<file path="config.mk">
export PLATFORM = sky130hd
export DESIGN_NAME = data_buffer_controller
export DESIGN_NICKNAME = d
export VERILOG_FILES = /design/src/rtl/usb_buffer_pkg.sv /design/src/rtl/data_buffer_mem.sv /design/src/rtl/data_buffer_controller.sv
export SDC_FILE = /design/constraint.sdc
export NUM_CORES = 1
export LEC_CHECK = 0
export CAP_MARGIN = 20
export CORE_MARGIN = 1
export CORE_UTILIZATION = 66
export CTS_CLUSTER_DIAMETER = 150
export CTS_CLUSTER_SIZE = 16
export DETAILED_ROUTE_END_ITERATION = 12
export GPL_TIMING_DRIVEN = 0
export PLACE_DENSITY = 0.84
export SYNTH_ARGS = -nofsm -noshare
export SYNTH_HDL_FRONTEND = slang
export SYNTH_SLANG_ARGS = --single-unit
</file>
<file path="constraint.sdc">
create_clock -name clk -period 3.8 [get_ports clk]
set_input_delay 0.38 -clock clk [delete_from_list [all_inputs] [get_ports clk]]
set_output_delay 0.38 -clock clk [all_outputs]
set_load 0.01 [all_outputs]
</file>
<file path="src/rtl/usb_buffer_pkg.sv">
`default_nettype none
// ============================================================================
// Module      : usb_buffer_pkg
// Description : Shared types and defaults for the endpoint data buffer
//               controller: FSM state and requester identifiers.
// Revision    : 1.0 - initial release
// ============================================================================
package usb_buffer_pkg;

  localparam int DEPTH_DEFAULT = 64;

  typedef enum logic [1:0] {
    IDLE  = 2'd0,
    WRITE = 2'd1,
    READ  = 2'd2
  } state_e;

  typedef enum logic [1:0] {
    REQ_RX_STORE  = 2'd0,
    REQ_TX_GET    = 2'd1,
    REQ_AHB_STORE = 2'd2,
    REQ_AHB_GET   = 2'd3
  } req_id_e;

endpackage
`default_nettype wire

</file>
<file path="src/rtl/data_buffer_mem.sv">
`default_nettype none
// ============================================================================
// Module      : data_buffer_mem
// Description : DEPTH x 8 register file, one synchronous write port and one
//               combinational read port. Contents are not reset.
// Revision    : 1.0 - initial release
// ============================================================================
module data_buffer_mem
  import usb_buffer_pkg::*;
#(
  parameter int DEPTH = DEPTH_DEFAULT
) (
  input  logic                       clk,
  input  logic                       we,
  input  logic [$clog2(DEPTH)-1:0]   waddr,
  input  logic [7:0]                 wdata,
  input  logic [$clog2(DEPTH)-1:0]   raddr,
  output logic [7:0]                 rdata
);

  logic [7:0] r_mem [DEPTH];

  // Byte write at the end of the cycle when enabled
  always_ff @(posedge clk) begin
    if (we) begin
      r_mem[waddr] <= wdata;
    end
  end

  assign rdata = r_mem[raddr];

endmodule
`default_nettype wire

</file>
<file path="src/rtl/data_buffer_controller.sv">
`default_nettype none
// ============================================================================
// Module      : data_buffer_controller
// Description : Schedules single-port byte accesses to the endpoint buffer
//               from USB RX/TX and AHB requesters. Owns pointers, occupancy,
//               round-robin and starvation state, and flush handling.
// Revision    : 1.0 - initial release
// ============================================================================
module data_buffer_controller
  import usb_buffer_pkg::*;
#(
  parameter int DEPTH        = DEPTH_DEFAULT,
  parameter int STARVE_LIMIT = 7
) (
  input  logic                     clk,
  input  logic                     n_rst,
  input  logic                     flush,
  input  logic                     rx_store_req,
  input  logic [7:0]               rx_wdata,
  input  logic                     tx_get_req,
  input  logic                     ahb_store_req,
  input  logic [7:0]               ahb_wdata,
  input  logic                     ahb_get_req,
  output logic                     rx_store_gnt,
  output logic                     tx_get_gnt,
  output logic                     ahb_store_gnt,
  output logic                     ahb_get_gnt,
  output logic [7:0]               rdata,
  output logic [$clog2(DEPTH):0]   buffer_occupancy,
  output logic                     overflow_err,
  output logic                     underflow_err
);

  localparam int PTR_W = $clog2(DEPTH);
  localparam int OCC_W = PTR_W + 1;

  localparam logic [OCC_W-1:0] c_full   = OCC_W'(DEPTH);
  localparam logic [2:0]       c_starve = 3'(STARVE_LIMIT);

  localparam logic [1:0] c_idle  = IDLE;
  localparam logic [1:0] c_write = WRITE;
  localparam logic [1:0] c_read  = READ;

  logic [1:0]       r_state;
  req_id_e          r_sel;
  logic [PTR_W-1:0] r_wptr;
  logic [PTR_W-1:0] r_rptr;
  logic [OCC_W-1:0] r_occ;
  logic [2:0]       r_wait;
  logic             r_last_ahb_get;
  logic             r_ovf;
  logic             r_udf;

  logic       w_arb;
  logic       w_store_ok;
  logic       w_get_ok;
  logic       w_rx_el;
  logic       w_tx_el;
  logic       w_as_el;
  logic       w_ag_el;
  logic       w_ahb_el;
  logic       w_ahb_pend;
  logic       w_promote;
  logic       w_win_valid;
  logic       w_win_ahb;
  logic       w_win_store;
  req_id_e    w_ahb_pick;
  req_id_e    w_win;
  logic       w_mem_we;
  logic [7:0] w_mem_wdata;
  logic [7:0] w_mem_rdata;

  // Arbitration only happens in an IDLE cycle that is not being flushed
  assign w_arb      = (r_state == c_idle) && !flush;
  assign w_store_ok = (r_occ < c_full);
  assign w_get_ok   = (r_occ != '0);
  assign w_rx_el    = rx_store_req  && w_store_ok;
  assign w_tx_el    = tx_get_req    && w_get_ok;
  assign w_as_el    = ahb_store_req && w_store_ok;
  assign w_ag_el    = ahb_get_req   && w_get_ok;
  assign w_ahb_el   = w_as_el || w_ag_el;
  assign w_ahb_pend = ahb_store_req || ahb_get_req;
  assign w_promote  = (r_wait >= c_starve) && w_ahb_el;

  // Pick the AHB candidate: on a tie the one not granted last time wins
  always_comb begin
    w_ahb_pick = REQ_AHB_STORE;
    if (w_as_el && w_ag_el) begin
      w_ahb_pick = r_last_ahb_get ? REQ_AHB_STORE : REQ_AHB_GET;
    end else if (w_ag_el) begin
      w_ahb_pick = REQ_AHB_GET;
    end
  end

  // Fixed priority rx > tx > AHB, unless a starved AHB pair is promoted
  always_comb begin
    w_win_valid = 1'b1;
    w_win       = REQ_RX_STORE;
    if (w_promote) begin
      w_win = w_ahb_pick;
    end else if (w_rx_el) begin
      w_win = REQ_RX_STORE;
    end else if (w_tx_el) begin
      w_win = REQ_TX_GET;
    end else if (w_ahb_el) begin
      w_win = w_ahb_pick;
    end else begin
      w_win_valid = 1'b0;
    end
  end

  assign w_win_ahb   = w_win_valid && ((w_win == REQ_AHB_STORE) || (w_win == REQ_AHB_GET));
  assign w_win_store = (w_win == REQ_RX_STORE) || (w_win == REQ_AHB_STORE);

  // Access FSM: IDLE -> WRITE/READ for one cycle -> IDLE
  always_ff @(posedge clk or negedge n_rst) begin
    if (!n_rst) begin
      r_state <= c_idle;
      r_sel   <= REQ_RX_STORE;
    end else if (flush) begin
      r_state <= c_idle;
    end else if (r_state == c_idle) begin
      if (w_arb && w_win_valid) begin
        r_state <= w_win_store ? c_write : c_read;
        r_sel   <= w_win;
      end
    end else begin
      r_state <= c_idle;
    end
  end

  // Pointers and occupancy; a flush discards any access in flight
  always_ff @(posedge clk or negedge n_rst) begin
    if (!n_rst) begin
      r_wptr <= '0;
      r_rptr <= '0;
      r_occ  <= '0;
    end else if (flush) begin
      r_wptr <= '0;
      r_rptr <= '0;
      r_occ  <= '0;
    end else if (r_state == c_write) begin
      r_wptr <= r_wptr + 1'b1;
      r_occ  <= r_occ + 1'b1;
    end else if (r_state == c_read) begin
      r_rptr <= r_rptr + 1'b1;
      r_occ  <= r_occ - 1'b1;
    end
  end

  // Starvation counter and AHB round-robin memory
  always_ff @(posedge clk or negedge n_rst) begin
    if (!n_rst) begin
      r_wait         <= '0;
      r_last_ahb_get <= 1'b1;
    end else if (flush || !w_ahb_pend) begin
      r_wait <= '0;
    end else if (w_arb && w_win_valid) begin
      if (w_win_ahb) begin
        r_wait         <= '0;
        r_last_ahb_get <= (w_win == REQ_AHB_GET);
      end else if (w_ahb_el && (r_wait < c_starve)) begin
        r_wait <= r_wait + 3'd1;
      end
    end
  end

  // Error flags reflect requests blocked in the previous IDLE cycle
  always_ff @(posedge clk or negedge n_rst) begin
    if (!n_rst) begin
      r_ovf <= 1'b0;
      r_udf <= 1'b0;
    end else begin
      r_ovf <= w_arb && !w_store_ok && (rx_store_req || ahb_store_req);
      r_udf <= w_arb && !w_get_ok   && (tx_get_req   || ahb_get_req);
    end
  end

  // A write aborted by flush leaves memory untouched
  assign w_mem_we    = (r_state == c_write) && !flush;
  assign w_mem_wdata = (r_sel == REQ_RX_STORE) ? rx_wdata : ahb_wdata;

  data_buffer_mem #(
    .DEPTH (DEPTH)
  ) u_mem (
    .clk   (clk),
    .we    (w_mem_we),
    .waddr (r_wptr),
    .wdata (w_mem_wdata),
    .raddr (r_rptr),
    .rdata (w_mem_rdata)
  );

  assign rx_store_gnt     = (r_state == c_write) && (r_sel == REQ_RX_STORE);
  assign ahb_store_gnt    = (r_state == c_write) && (r_sel == REQ_AHB_STORE);
  assign tx_get_gnt       = (r_state == c_read)  && (r_sel == REQ_TX_GET);
  assign ahb_get_gnt      = (r_state == c_read)  && (r_sel == REQ_AHB_GET);
  assign rdata            = (r_state == c_read) ? w_mem_rdata : 8'h00;
  assign buffer_occupancy = r_occ;
  assign overflow_err     = r_ovf;
  assign underflow_err    = r_udf;

endmodule
`default_nettype wire
</file>
==> results.txt <==
Tcrit/Tclk final: 100%
Net switching power: 3.59 mW
Final GP Congestion: 0.910
Initial drt markers: 1572
Number of synthesized register bits: 541
Slew of the pin with the lowest slew margin: 893 ps
Drt pass-1 iters: 6
Slowest stage delay, CP: 500 ps
CTS tree: built
Most common cell after layout, fill and taps aside: edfxtp_1
Comb pwr share: 19.5%
Synth warn: 0
Peak supply drop: 0.645 mV
Final Critical Period: 3810 ps
Diode count: 0
Post-layout nets: 1262
Max Fclk: 263 MHz
First-pass GRT wire length: 71.5 mm
Largest area contributor in the netlist: edfxtp_1
Slew Viols, Final: 0
Fillers: 1681
Setup crit end kind: output port
Port buffer count: 42
Die width: 183 um
WP data required: 3420 ps
Worst-path fanout max: 10
RSZ-0062 raised after global routing: true
Sequential share of the synthesized area: 74.7%
Post-synth EDFFs: 512
Most used cell, CP: clkbuf_1
Final Hold Viols: 0
Crit-path slowest cell: clkdlybuf4s50_1
Final HPWL DP: 30.9 mm
Clk_skew: 26.3 ps
Switching Share: 26.2%
Highest Signal Layer: met5
Mapped Cells: 1135
Row cnt: 65
Area growth syn-to-layout: 11.1%
Final core occ: 75.3%
Vias/cell: 6.90
CTS Buf Count: 39
Core area: 31800 um^2
Final worst slack: -6.75 ps
Hold Buf Count CTS: 0
Top cells by area, synth: edfxtp_1 71%, mux4_2 9.9%, dfrtp_1 3.3%
WL met1: 18.2 mm
Mean Syn Cell Area: 19.0 um^2
WL met2: 23.3 mm
Pre-CTS setup slack: 131 ps
Root buffer cell: clkbuf_16
Clock Path Buffers: 3
Post-Route WL: 48.3 mm
# H-tree levels: 2
Fin area: 23900 um^2
Setup Viol. Count Final: 2
Die height: 183 um
Most frequent cells in the layout: 512 x edfxtp_1, 95 x mux4_2, 86 x nor2_1
Failing checks: negative setup slack
Worst Path Arrival: 3430 ps
Clk_lat worst skew: 550 ps
Worst-path clk slew: 70 ps
Routed len/inst: 28.7 um
Synthesized Nets: 1168
Critical path class: reg -> out
CP Cell Sequence: clkbuf_1 > nand3_1 > clkbuf_1 > o221ai_1 > a211oi_2 > a21oi_1 > a22o_1 > clkdlybuf4s50_1
DIE AREA: 33400 um^2
Max-cap violations: 0
Pwr dens: 573 nW/um^2
Status: complete, but fails checks
Share of layout cells above drive strength 1: 18.1%
Pin count of the biggest net entering global routing: 65
Via count: 11580
GRT Overall Usage: 29.9%
Post-Syn Area: 21500 um^2
Post-synthesis cell type count: 51
Ys async rst share: 5.36%
I/O pin cnt: 44
DRT antenna net count: 0
Critical Path Start Type: register
Critical path's top delay family: buffers and inverters
Top cell type's share of synthesized area: 71.4%
Sequential share of power: 52.6%
Internal power: 10.1 mW
DRC violations left: 0
Total power: 13.7 mW
Initial antenna violation count: 1
Clk sink count: 541
Vias in the first global route: 11539
Crit path buffers/inverters: 3
Clock share of power: 27.9%
DP Area: 22600 um^2
Rel. slew slack: 40.3%
Min-Delay Path Class: in -> async
GR Overflow Total: 0
Post-CTS setup buffers: 0
Leak: 7.44 nW
Starting Density: 67.7%
Top FF cell, synth: edfxtp_1
Met3 wire len: 5.31 mm
==> cells in the mapped netlist (6+ instances only) <==
master,n
edfxtp_1,512
mux4_2,95
nor2_1,86
mux2i_1,64
nand2_1,41
a21oi_1,34
clkbuf_1,32
dfrtp_1,28
a22oi_1,24
a211oi_1,23
a22o_1,18
o22ai_1,17
o221ai_1,16
buf_2,11
nor3_1,11
mux2_2,10
nor2b_1,10
buf_6,9
ha_1,9
buf_4,7
xor2_1,6
==> power groups by stage <==
stage / sequential [mW] / clock (mW) / combinational [mW]
6_report: 7.21 / 3.82 / 2.68
5_1_grt: 7.22 / 4.03 / 2.83
4_1_cts: 7.22 / 3.82 / 2.58
3_5_place_dp: 7.35 / 0 / 2.55
3_3_place_gp: 7.36 / 0 / 2.37
2_1_floorplan: 7.34 / 0 / 1.63
==> timing repair <==
action | in CTS | in global routing
gates resized for setup | 18 | 32
setup endpoints to repair | 8 | 8
pin swaps | 0 | 2
==> final timing paths <==
path / depth (start not counted) / slack, ps / end / start
max reg2reg: 7 / 560 / u_mem.r_mem[7][4]$_DFFE_PP_ / r_state[1]$_DFFE_PN0P_
max: 8 / -7 / rdata[0] / r_rptr[3]$_DFFE_PN0P_
min in group clk: 4 / 450 / buffer_occupancy[5]$_DFFE_PN0P_ / flush
min reg2reg: 1 / 550 / r_wait[1]$_DFFE_PN0P_ / r_wait[1]$_DFFE_PN0P_
max in group asynchronous: 2 / 2970 / r_rptr[2]$_DFFE_PN0P_ / n_rst
min: 1 / 270 / r_sel[0]$_DFFE_PN0P_ / n_rst
==> layout make-up <==
type	count	area [um^2]	area share, %
plain buffers	66	445	1.86
clock buffers	53	1050	4.39
clock inverters	3	30.0	0.125
inverters	4	15.0	0.0627
multi-input cells	524	5120	21.4
flip-flops and latches	541	16100	67.3
well taps	435	544	2.27
repair buffers	53	628	2.62
==> layer usage <==
metal | track usage (%) | vias to the layer above
met5 | 0 | -
met3 | 5.33 | 108
met4 | 9.85 | 2
li1 | - | 4785
met2 | 47.4 | 799
met1 | 43.0 | 5886
==> cell families (layout without fill, tap and decap cells) <==
kind of cell,Yosys count,count (layout),synth area share (%)
flip-flops,541,541,74.7
buffers and inverters,70,179,1.87
AND/OR/NAND/NOR,179,179,3.71
adder cells (fa/ha/maj),10,10,0.616
XOR/XNOR,11,11,0.447
AO/OA/AOI/OAI,154,154,5.06
multiplexers,170,170,13.5
==> stage by stage <==
step	hold WS [ps]	cells	TNS, ps
finish	274	1679	-7.71
detailed placement	532	1620	0
floorplan	84.4	1135	0
global route	324	1679	-127
global placement	517	1612	0
CTS	282	1676	-4.92
==> sequential cells by signal, summed over array words and instances (netlist names), 2 cells and up <==
| name | cells |
|---|---|
| u_mem.r_mem | 512 |
| buffer_occupancy | 7 |
| r_rptr | 6 |
| r_wptr | 6 |
| r_wait | 3 |
| r_sel | 2 |
| r_state | 2 |
==> worst reg2reg max path: stages, from the launching register on <==
cell      delay (ps)
dfrtp_1          410
nand2b_1         150
clkbuf_1         290
inv_2            280
nand4_1          250
or2_2            350
clkbuf_1         360
nor2_1           760
No activity file was read; power rests on OpenSTA's default activity.
